==> src/rtl/noc_inject_ni.sv <==
// noc_inject_ni: injection NI turning host packet requests into credit-controlled flits for one router input port.
// Define NI_STATS_EN to add the stat_pkts/stat_flits counters.
`ifndef ARRAYW
`define ARRAYW 1
`endif
`ifndef VCHW
`define VCHW 0
`endif
`ifndef VCH
`define VCH 1
`endif
`ifndef DATAW
`define DATAW 32
`endif

module noc_inject_ni #(
   parameter int BUF_DEPTH = 4,
   parameter int MAX_LEN   = 15
) (
   input  logic              clk,
   input  logic              rst_,
   input  logic [`ARRAYW:0]  my_xpos,
   input  logic [`ARRAYW:0]  my_ypos,
   input  logic              hreq_valid,
   output logic              hreq_ready,
   input  logic [`ARRAYW:0]  hreq_dstx,
   input  logic [`ARRAYW:0]  hreq_dsty,
   input  logic [`VCHW:0]    hreq_vch,
   input  logic [3:0]        hreq_len,
   input  logic              hdat_valid,
   output logic              hdat_ready,
   input  logic [`DATAW-1:0] hdat,
   output logic [`DATAW+1:0] odata,
   output logic              ovalid,
   output logic [`VCHW:0]    ovch,
   input  logic [`VCH:0]     iack,
   input  logic [`VCH:0]     ilck
`ifdef NI_STATS_EN
   ,
   output logic [15:0]       stat_pkts,
   output logic [15:0]       stat_flits
`endif
);
   localparam int CW = $clog2(BUF_DEPTH + 1);
   localparam int NV = `VCH + 1;
   localparam int AW = `ARRAYW + 1;

   typedef enum logic [1:0] {IDLE, HEAD, BODY} state_t;

   state_t            state, state_nx;
   logic [AW-1:0]     dst_x, dst_y;
   logic [`VCHW:0]    vch;
   logic [3:0]        len, remaining;
   logic [CW-1:0]     credit [NV];
   logic [NV-1:0]     dec;
   logic              accept, has_credit, send_head, send_body, send;
   logic [`DATAW+1:0] flit;

   assign accept     = hreq_valid && hreq_ready;
   assign has_credit = credit[vch] != '0;
   assign hreq_ready = rst_ && state == IDLE;
   assign hdat_ready = state == BODY && has_credit;
   assign send_head  = state == HEAD && has_credit && !ilck[vch];
   assign send_body  = hdat_valid && hdat_ready;
   assign send       = send_head || send_body;
   assign dec        = send ? NV'(1) << vch : '0;
   assign flit       = send_head ? {len == 4'd0 ? 2'b11 : 2'b01, {(`DATAW - 4 * AW){1'b0}}, my_ypos, my_xpos, dst_y, dst_x}
                                 : {remaining == 4'd1 ? 2'b10 : 2'b00, hdat};

   always_ff @(posedge clk or negedge rst_)
      if (!rst_) state <= IDLE;
      else state <= state_nx;

   always_comb begin
      state_nx = state;
      if (accept) state_nx = HEAD;
      else if (send_head) state_nx = len == 4'd0 ? IDLE : BODY;
      else if (send_body && remaining == 4'd1) state_nx = IDLE;
   end

   always_ff @(posedge clk or negedge rst_)
      if (!rst_) begin
         odata     <= '0;
         ovalid    <= 1'b0;
         ovch      <= '0;
         dst_x     <= '0;
         dst_y     <= '0;
         vch       <= '0;
         len       <= '0;
         remaining <= '0;
      end else begin
         ovalid <= send;
         if (send) begin
            odata <= flit;
            ovch  <= vch;
         end
         if (accept) begin
            dst_x <= hreq_dstx;
            dst_y <= hreq_dsty;
            vch   <= hreq_vch;
            len   <= hreq_len > 4'(MAX_LEN) ? 4'(MAX_LEN) : hreq_len;
         end
         if (send_head) remaining <= len;
         else if (send_body) remaining <= remaining - 4'd1;
      end

   // A send and a returned credit on the same VC cancel out; a surplus iack saturates.
   always_ff @(posedge clk or negedge rst_)
      if (!rst_) begin
         for (int i = 0; i < NV; i++) credit[i] <= CW'(BUF_DEPTH);
      end else begin
         for (int i = 0; i < NV; i++)
            if (dec[i] && !iack[i]) credit[i] <= credit[i] - CW'(1);
            else if (iack[i] && !dec[i] && credit[i] != CW'(BUF_DEPTH)) credit[i] <= credit[i] + CW'(1);
      end

`ifndef SYNTHESIS
   always @(posedge clk)
      for (int i = 0; i < NV; i++)
         if (rst_ && iack[i] && !dec[i] && credit[i] == CW'(BUF_DEPTH))
            $display("noc_inject_ni: iack on vc %0d while credit already full", i);
`endif

`ifdef NI_STATS_EN
   always_ff @(posedge clk or negedge rst_)
      if (!rst_) begin
         stat_pkts  <= '0;
         stat_flits <= '0;
      end else begin
         if (send_head) stat_pkts <= stat_pkts + 16'd1;
         if (send) stat_flits <= stat_flits + 16'd1;
      end
`endif

endmodule
==> config.mk <==
export PLATFORM = sky130hd
export DESIGN_NAME = noc_inject_ni
export DESIGN_NICKNAME = d
export VERILOG_FILES = /design/src/rtl/noc_inject_ni.sv
export SDC_FILE = /design/constraint.sdc
export NUM_CORES = 1
export LEC_CHECK = 0
export ABC_CLOCK_PERIOD_IN_PS = 3900
export BUFFER_PORTS_ARGS = -buffer_cell sky130_fd_sc_hd__buf_2
export CORE_MARGIN = 8
export CORE_UTILIZATION = 57
export CTS_BUF_LIST = sky130_fd_sc_hd__clkbuf_8
export DETAILED_ROUTE_END_ITERATION = 16
export HOLD_SLACK_MARGIN = 0.02
export PLACE_DENSITY = 0.92
export SLEW_MARGIN = 20
export SYNTH_ARGS = -nofsm -noshare
export SYNTH_HDL_FRONTEND = slang
export SYNTH_SLANG_ARGS = --single-unit
==> constraint.sdc <==
create_clock -name clk -period 3.9 [get_ports clk]
set_clock_uncertainty 0.05 [all_clocks]
set_input_delay 0.39 -clock clk [delete_from_list [all_inputs] [get_ports clk]]
set_output_delay 0.39 -clock clk [all_outputs]
set_load 0.05 [all_outputs]
[Yosys cells after proc, flatten, opt, wreduce, memory -nomap -nowiden]
Cells that the tools add are included.
Operators by class
  add/sub/neg operators: 5
  $mul: 0
  divide/modulo/power cells: 0
  order comparisons: 3
  eq/ne operators: 5
  shift-type cells: 1
  multiplexer cells: 20
  bitwise operators: 1
  reduce and logical (&&, ||, !) cells: 26
Operator list (count)
  $mux 34: 1
  $mux 3: 7
  $mux 2: 7
  $logic_and 1x1->1: 13
  $mux 4: 3
  $add 3x1->3 const B: 2
  $ne 3x3->1 const B: 2
  $reduce_bool 2->1: 3
  $reduce_bool 3->1: 2
  $sub 3x1->3 const B: 2
  $logic_not 1->1: 5
  $eq 4x1->1 const B: 1
  $gt 4x4->1 const B: 1
  $logic_not 4->1: 1
  $sub 4x1->4 const B: 1
  $eq 2x1->1 const B: 1
  $eq 2x2->1 const B: 1
  $ge 2x2->1 const B: 1
  $logic_not 2->1: 1
  $lt 1x2->1 const B: 1
  $mux 1: 2
  $not 1->2: 1
  $shl 1x1->2 const A: 1
  $logic_or 1x1->1: 1
Word-level totals
  bits in registers: 57
  latch bits: 0
  memory bits (writable): 0
  memory bits (read-only): 0
  bits of input ports: 53
  output and inout port bits: 38
  word-level logic and storage cells: 72
  memories kept: 0

[Longest topological paths before layout]
  word-level depth: 14
  mapped depth: 10

[Worst setup path before layout]
No wires, ideal clock.
  path type: reg2reg
  start: register state[1]
  end: register dst_x[0]
  arrival: 2638 ps
  required time: 3725 ps
  slack: 1087 ps
  cell stages (with the launch flop): 6
  buffers on the path: 2
  period minus slack after synthesis: 2813 ps
  path through: dfrtp_1 clkbuf_2 nor3b_1 and2_1 clkbuf_1 mux2_2
Between the ends
  word-level cells in the longest chain between the ends: 3
Ends and longest elaborated chain
  from (decl): RTL line 50  | state_t state, state_nx;
  from (signal assigned): RTL line 72  | else state <= state_nx;
  $logic_not 2->1: RTL line 61  | assign hreq_ready = rst_ && state == IDLE;
  $logic_and 1x1->1: RTL line 61
  via hreq_ready: RTL line 25  | output logic hreq_ready,
  $logic_and 1x1->1: RTL line 59  | assign accept = hreq_valid && hreq_ready;
  to (signal assigned): RTL line 98  | dst_x <= hreq_dstx;
  to (decl): RTL line 51  | logic [AW-1:0] dst_x, dst_y;
The timed path passes the listed nets, and every way through them passes these cells.
A chain may end at the register's enable or synchronous reset.

[Final worst setup path]
  start: register vch
  end: register credit[4] (netlist bit)
Between the ends
  word-level cells in the longest chain between the ends: 13
Ends and longest elaborated chain
  from (decl): RTL line 52  | logic [`VCHW:0] vch;
  from (signal assigned): RTL line 100  | vch <= hreq_vch;
  $not 1->2 (implied by the code): RTL line 60  | assign has_credit = credit[vch] != '0;
  $mux 3 (implied by the code) (3 in series): RTL line 60
  $reduce_bool 3->1: RTL line 60
  $logic_and 1x1->1, on equally long branches: RTL line 63, 62
  $logic_and 1x1->1, on equally long branches: RTL line 63, 64
  $logic_or 1x1->1: RTL line 65  | assign send = send_head || send_body;
  $mux 2 (*): RTL line 66  | assign dec = send ? NV'(1) << vch : '0;
  $logic_not 1->1: RTL line 114  | else if (iack[i] && !dec[i] && credit[i] != CW'(BUF_DEPTH)) credit[i] <= credit[i] + CW'(1);
  $logic_and 1x1->1 (2 in series): RTL line 114
  $reduce_bool 2->1 (no source line)
  to (signal, indexed assignment): RTL line 113  | if (dec[i] && !iack[i]) credit[i] <= credit[i] - CW'(1);
  to (decl): RTL line 54  | logic [CW-1:0] credit [NV];
Every way passes the cells marked *; elsewhere a longest branch is shown, timed or not. The select of a mux whose other input is x is not followed.

==> flow_metrics.py <==
metrics = {
    "setup_path": {
        "worst_path_dominant_cell_family": "simple AND/OR/NAND/NOR gates",
        "critical_path_peak_fanout": 8,
        "type_of_destination_of_the_critical_path": "flop",
        "worst_ep_required_time_ns": 4.08,
        "worstSetupPathType": "reg -> reg",
        "critical_path_arrival_ns": 2.81,
        "worst_path_largest_cell_delay_ns": 0.58,
        "critPathBufInv": 0,
        "cp_cell_sequence": "nor4b_1, or2_2, nand2_1, fa_1, o21bai_1, a311o_1, a22oi_1",
        "worstSetupStartpointType": "flop",
        "worst_path_max_delay_cell": "sky130_fd_sc_hd__nor4b_1",
    },
    "timing": {
        "slew-limit-headroom_pct": 40.5,
        "final.setup.tns_ns": 0,
        "rsz_0062_raised_after_global_routing": "no",
        "report.final.slew_viol_count": 0,
        "min_period_ns": 2.63,
        "fmax_ghz": 0.381,
        "final_hold_viol_count": 0,
        "setup_viol_count_final": 0,
        "final.period_utilization_pct": 67.4,
        "timing_worst_slew_pin_value_ns": 0.890,
    },
    "cells_and_area": {
        "antenna-diode-count": 0,
        "layout.cells.most_common_list": "sky130_fd_sc_hd__buf_2 (90), sky130_fd_sc_hd__dfrtp_1 (55), sky130_fd_sc_hd__nand2_1 (53)",
        "regArea_um2": 1430,
        "multi_input_combinational_cell_area_um2": 1280,
        "drive_above_1_share_pct": 41.0,
        "layout.core_utilization_pct": 74.1,
        "mostFrequentLayoutCell": "sky130_fd_sc_hd__buf_2",
        "design_area_um2": 3520,
        "nFillCells": 357,
        "final_std_cells_w_o_fill": 423,
        "final_nets": 408,
        "layout_overhead_on_the_synthesized_area_pct": 24.2,
    },
    "global_routing": {
        "grt_remaining_overflow": 0,
        "grt_use_total_pct": 18.5,
        "grt_antenna_before_repair": 0,
        "via_count_of_the_first_global_routing_pass": 2340,
        "grt_start_max_net_pins": 58,
        "grt_pass1_wl_um": 10900,
    },
    "power_and_ir_drop": {
        "cellPowerDensity_nw_per_um2": 982,
        "ir_worst_vdd_uv": 547,
        "total_leakage_power_uw": 0.00171,
    },
    "flow_run": {
        "drv_cap": 0,
    },
    "yosys": {
        "seq_area_frac_synth_pct": 50.4,
        "synth_top_family_by_area": "simple AND/OR/NAND/NOR gates",
        "synth_simple_gate_area_share_pct": 17.5,
        "yosys.area_share.adder_pct": 2.29,
        "muxShareOfSynthArea_pct": 12.5,
        "synth.distinct_cells": 56,
        "synthesis.instances": 263,
        "syn_nets": 320,
        "number_of_storage_elements_in_the_synthesis_netlist": 57,
        "asyncSetResetFlopFracSynth_pct": 100,
        "yosysWarnings": 0,
        "syn-cell-area_um2": 2840,
        "prevailing_post_synth_register_cell": "sky130_fd_sc_hd__dfrtp_1",
        "synth.avg_cell_area_um2": 10.8,
        "synth_edf_count": 0,
        "synth-compound-area-share_pct": 10.8,
        "synth_xor_xnor_area_share_pct": 2.16,
    },
    "drt": {
        "route.final.wire_length_um": 6800,
        "routed-via-count": 2311,
        "m1WireLength_um": 2780,
        "highest_layer": "met4",
        "routed_wire_per_std_cell_um": 16.1,
        "first_pass_drt_iterations": 4,
        "drt-vias-per-instance": 5.46,
        "detailed_router_s_first_iteration_violation_count": 139,
        "dr_wl_met3_um": 502,
        "dr_wl_met2_um": 3390,
        "drcViolationCount": 0,
        "drt.antenna.violating_nets": 0,
    },
    "worst_hold_path": {
        "hold_path.class": "in -> async",
    },
    "placed_design": {
        "globalplace.congestion": 0.793,
        "count_of_placed_standard_cells_including_taps": 407,
        "port_buffers": 90,
        "placed_area_um2": 3300,
        "dp_hpwl_um": 5010,
    },
    "clock_network": {
        "cts_root_buffer": "sky130_fd_sc_hd__clkbuf_8",
        "cts.sink_count": 57,
        "max-clock-path-buffers": 2,
        "h-tree-depth": 3,
        "cts_resized": 0,
        "tritoncts_clock_tree": "done",
        "tritoncts.num_buffers": 9,
        "cts_setup_buffers": 0,
        "cts-hold-fix-buffers": 0,
        "worst_path_clk_slew_ns": 0.06,
        "clk_latency_ns": 0.33,
    },
    "die": {
        "io_pins": 91,
        "die-width_um": 86.6,
        "die-height_um": 86.6,
        "num_rows": 25,
        "floorplan.initialDensity_pct": 59.7,
        "coreArea_um2": 4750,
        "die_ar_um2": 7490,
    },
    "status": {
        "status": "finished, final reports clean",
    },
}
==> flip-flops by register name, summed over array words and instances (netlist names) <==
name / cells
ovalid: 1
remaining: 4
state: 2
vch: 1
dst_y: 2
len: 4
ovch: 1
odata: 34
dst_x: 2
credit: 6
==> routing by layer <==
layer  GRT usage, %  vias to the layer above
met5              0                        -
met4           9.55                        0
met3           5.48                       12
met2           30.9                       97
met1           21.0                     1099
li1               -                     1103
==> power by group <==
| group | leakage (µW) | switching, µW | internal [µW] |
|---|---|---|---|
| clock network | 0.000117 | 225 | 373 |
| logic | 0.000896 | 1170 | 597 |
| registers | 0.000699 | 215 | 882 |
==> area by class of cell <==
cell class / count / share of cell area, %
Inverter: 9 / 0.959
Sequential cell: 57 / 40.6
Tap cell: 67 / 2.38
Clock buffer: 10 / 3.91
Clock inverter: 6 / 2.34
Multi-Input combinational cell: 181 / 36.4
Timing Repair Buffer: 93 / 13.4
==> cell families after synthesis <==
family | Yosys count
buffers and inverters | 25
muxes | 31
and+or+nand+nor | 90
AOI/OAI and AO/OA | 49
xor gates and xnor gates | 7
adders and majority gates | 4
DFF | 57
==> synthesized netlist by cell type (2+ instances only) <==
cell type                  instances  share of area [%]
sky130_fd_sc_hd__and2_1            2               0.44
sky130_fd_sc_hd__buf_6             3                1.2
sky130_fd_sc_hd__o21ai_0           4               0.71
sky130_fd_sc_hd__nand2b_1          2               0.44
sky130_fd_sc_hd__nor3_1            3               0.53
sky130_fd_sc_hd__nand2_1          53                7.0
sky130_fd_sc_hd__fa_1              2                1.4
sky130_fd_sc_hd__mux2_4            2                1.1
sky130_fd_sc_hd__buf_2             6                1.1
sky130_fd_sc_hd__a22oi_1           2               0.53
sky130_fd_sc_hd__clkbuf_1          6               0.79
sky130_fd_sc_hd__a21oi_1          26                4.6
sky130_fd_sc_hd__nor4b_1           2               0.62
sky130_fd_sc_hd__nor3b_1           3               0.79
sky130_fd_sc_hd__nor2b_1           3               0.66
sky130_fd_sc_hd__nand3_1           3               0.53
sky130_fd_sc_hd__xnor2_1           3               0.93
sky130_fd_sc_hd__mux2_2           27                 11
sky130_fd_sc_hd__dfstp_2           2                1.9
sky130_fd_sc_hd__or3_1             4               0.88
sky130_fd_sc_hd__o211ai_1          2               0.53
sky130_fd_sc_hd__dfrtp_1          55                 49
sky130_fd_sc_hd__ha_1              2               0.88
sky130_fd_sc_hd__mux2i_1           2               0.71
sky130_fd_sc_hd__o311ai_0          2               0.62
sky130_fd_sc_hd__xor2_1            4                1.2
sky130_fd_sc_hd__inv_1             9                1.2
==> metrics by stage <==
step	setup slack [ns]	total power [µW]	hold WS (ns)
5_1_grt	1.09	3670	0.219
4_1_cts	1.30	3480	0.180
3_3_place_gp	1.42	2800	0.427
2_1_floorplan	1.09	2490	0.0444
6_report	1.27	3460	0.167
3_5_place_dp	1.31	2870	0.437
==> final timing paths <==
path,start,end,slack (ns),cells past startpoint
worst max-delay path,vch$_DFFE_PN0P_,credit[4]$_DFFE_PN0P_,1.27,7
worst min-delay path,rst_,credit[4]$_DFFE_PN0P_,0.17,2
worst max register to register,vch$_DFFE_PN0P_,credit[4]$_DFFE_PN0P_,1.27,7
worst min register to register,odata[32]$_DFFE_PN0N_,odata[32]$_DFFE_PN0N_,0.45,1
max in group asynchronous,rst_,state[1]$_DFFE_PN0P_,3.16,2
min in group clk,hdat[28],odata[28]$_DFFE_PN0N_,0.23,3
==> worst reg2reg max path: stages (launching register included) <==
cell,delay [ns]
sky130_fd_sc_hd__dfrtp_1,0.48
sky130_fd_sc_hd__nor4b_1,0.58
sky130_fd_sc_hd__or2_2,0.27
sky130_fd_sc_hd__nand2_1,0.08
sky130_fd_sc_hd__fa_1,0.45
sky130_fd_sc_hd__o21bai_1,0.16
sky130_fd_sc_hd__a311o_1,0.28
sky130_fd_sc_hd__a22oi_1,0.19
No activity file was read; power rests on OpenSTA's default activity.
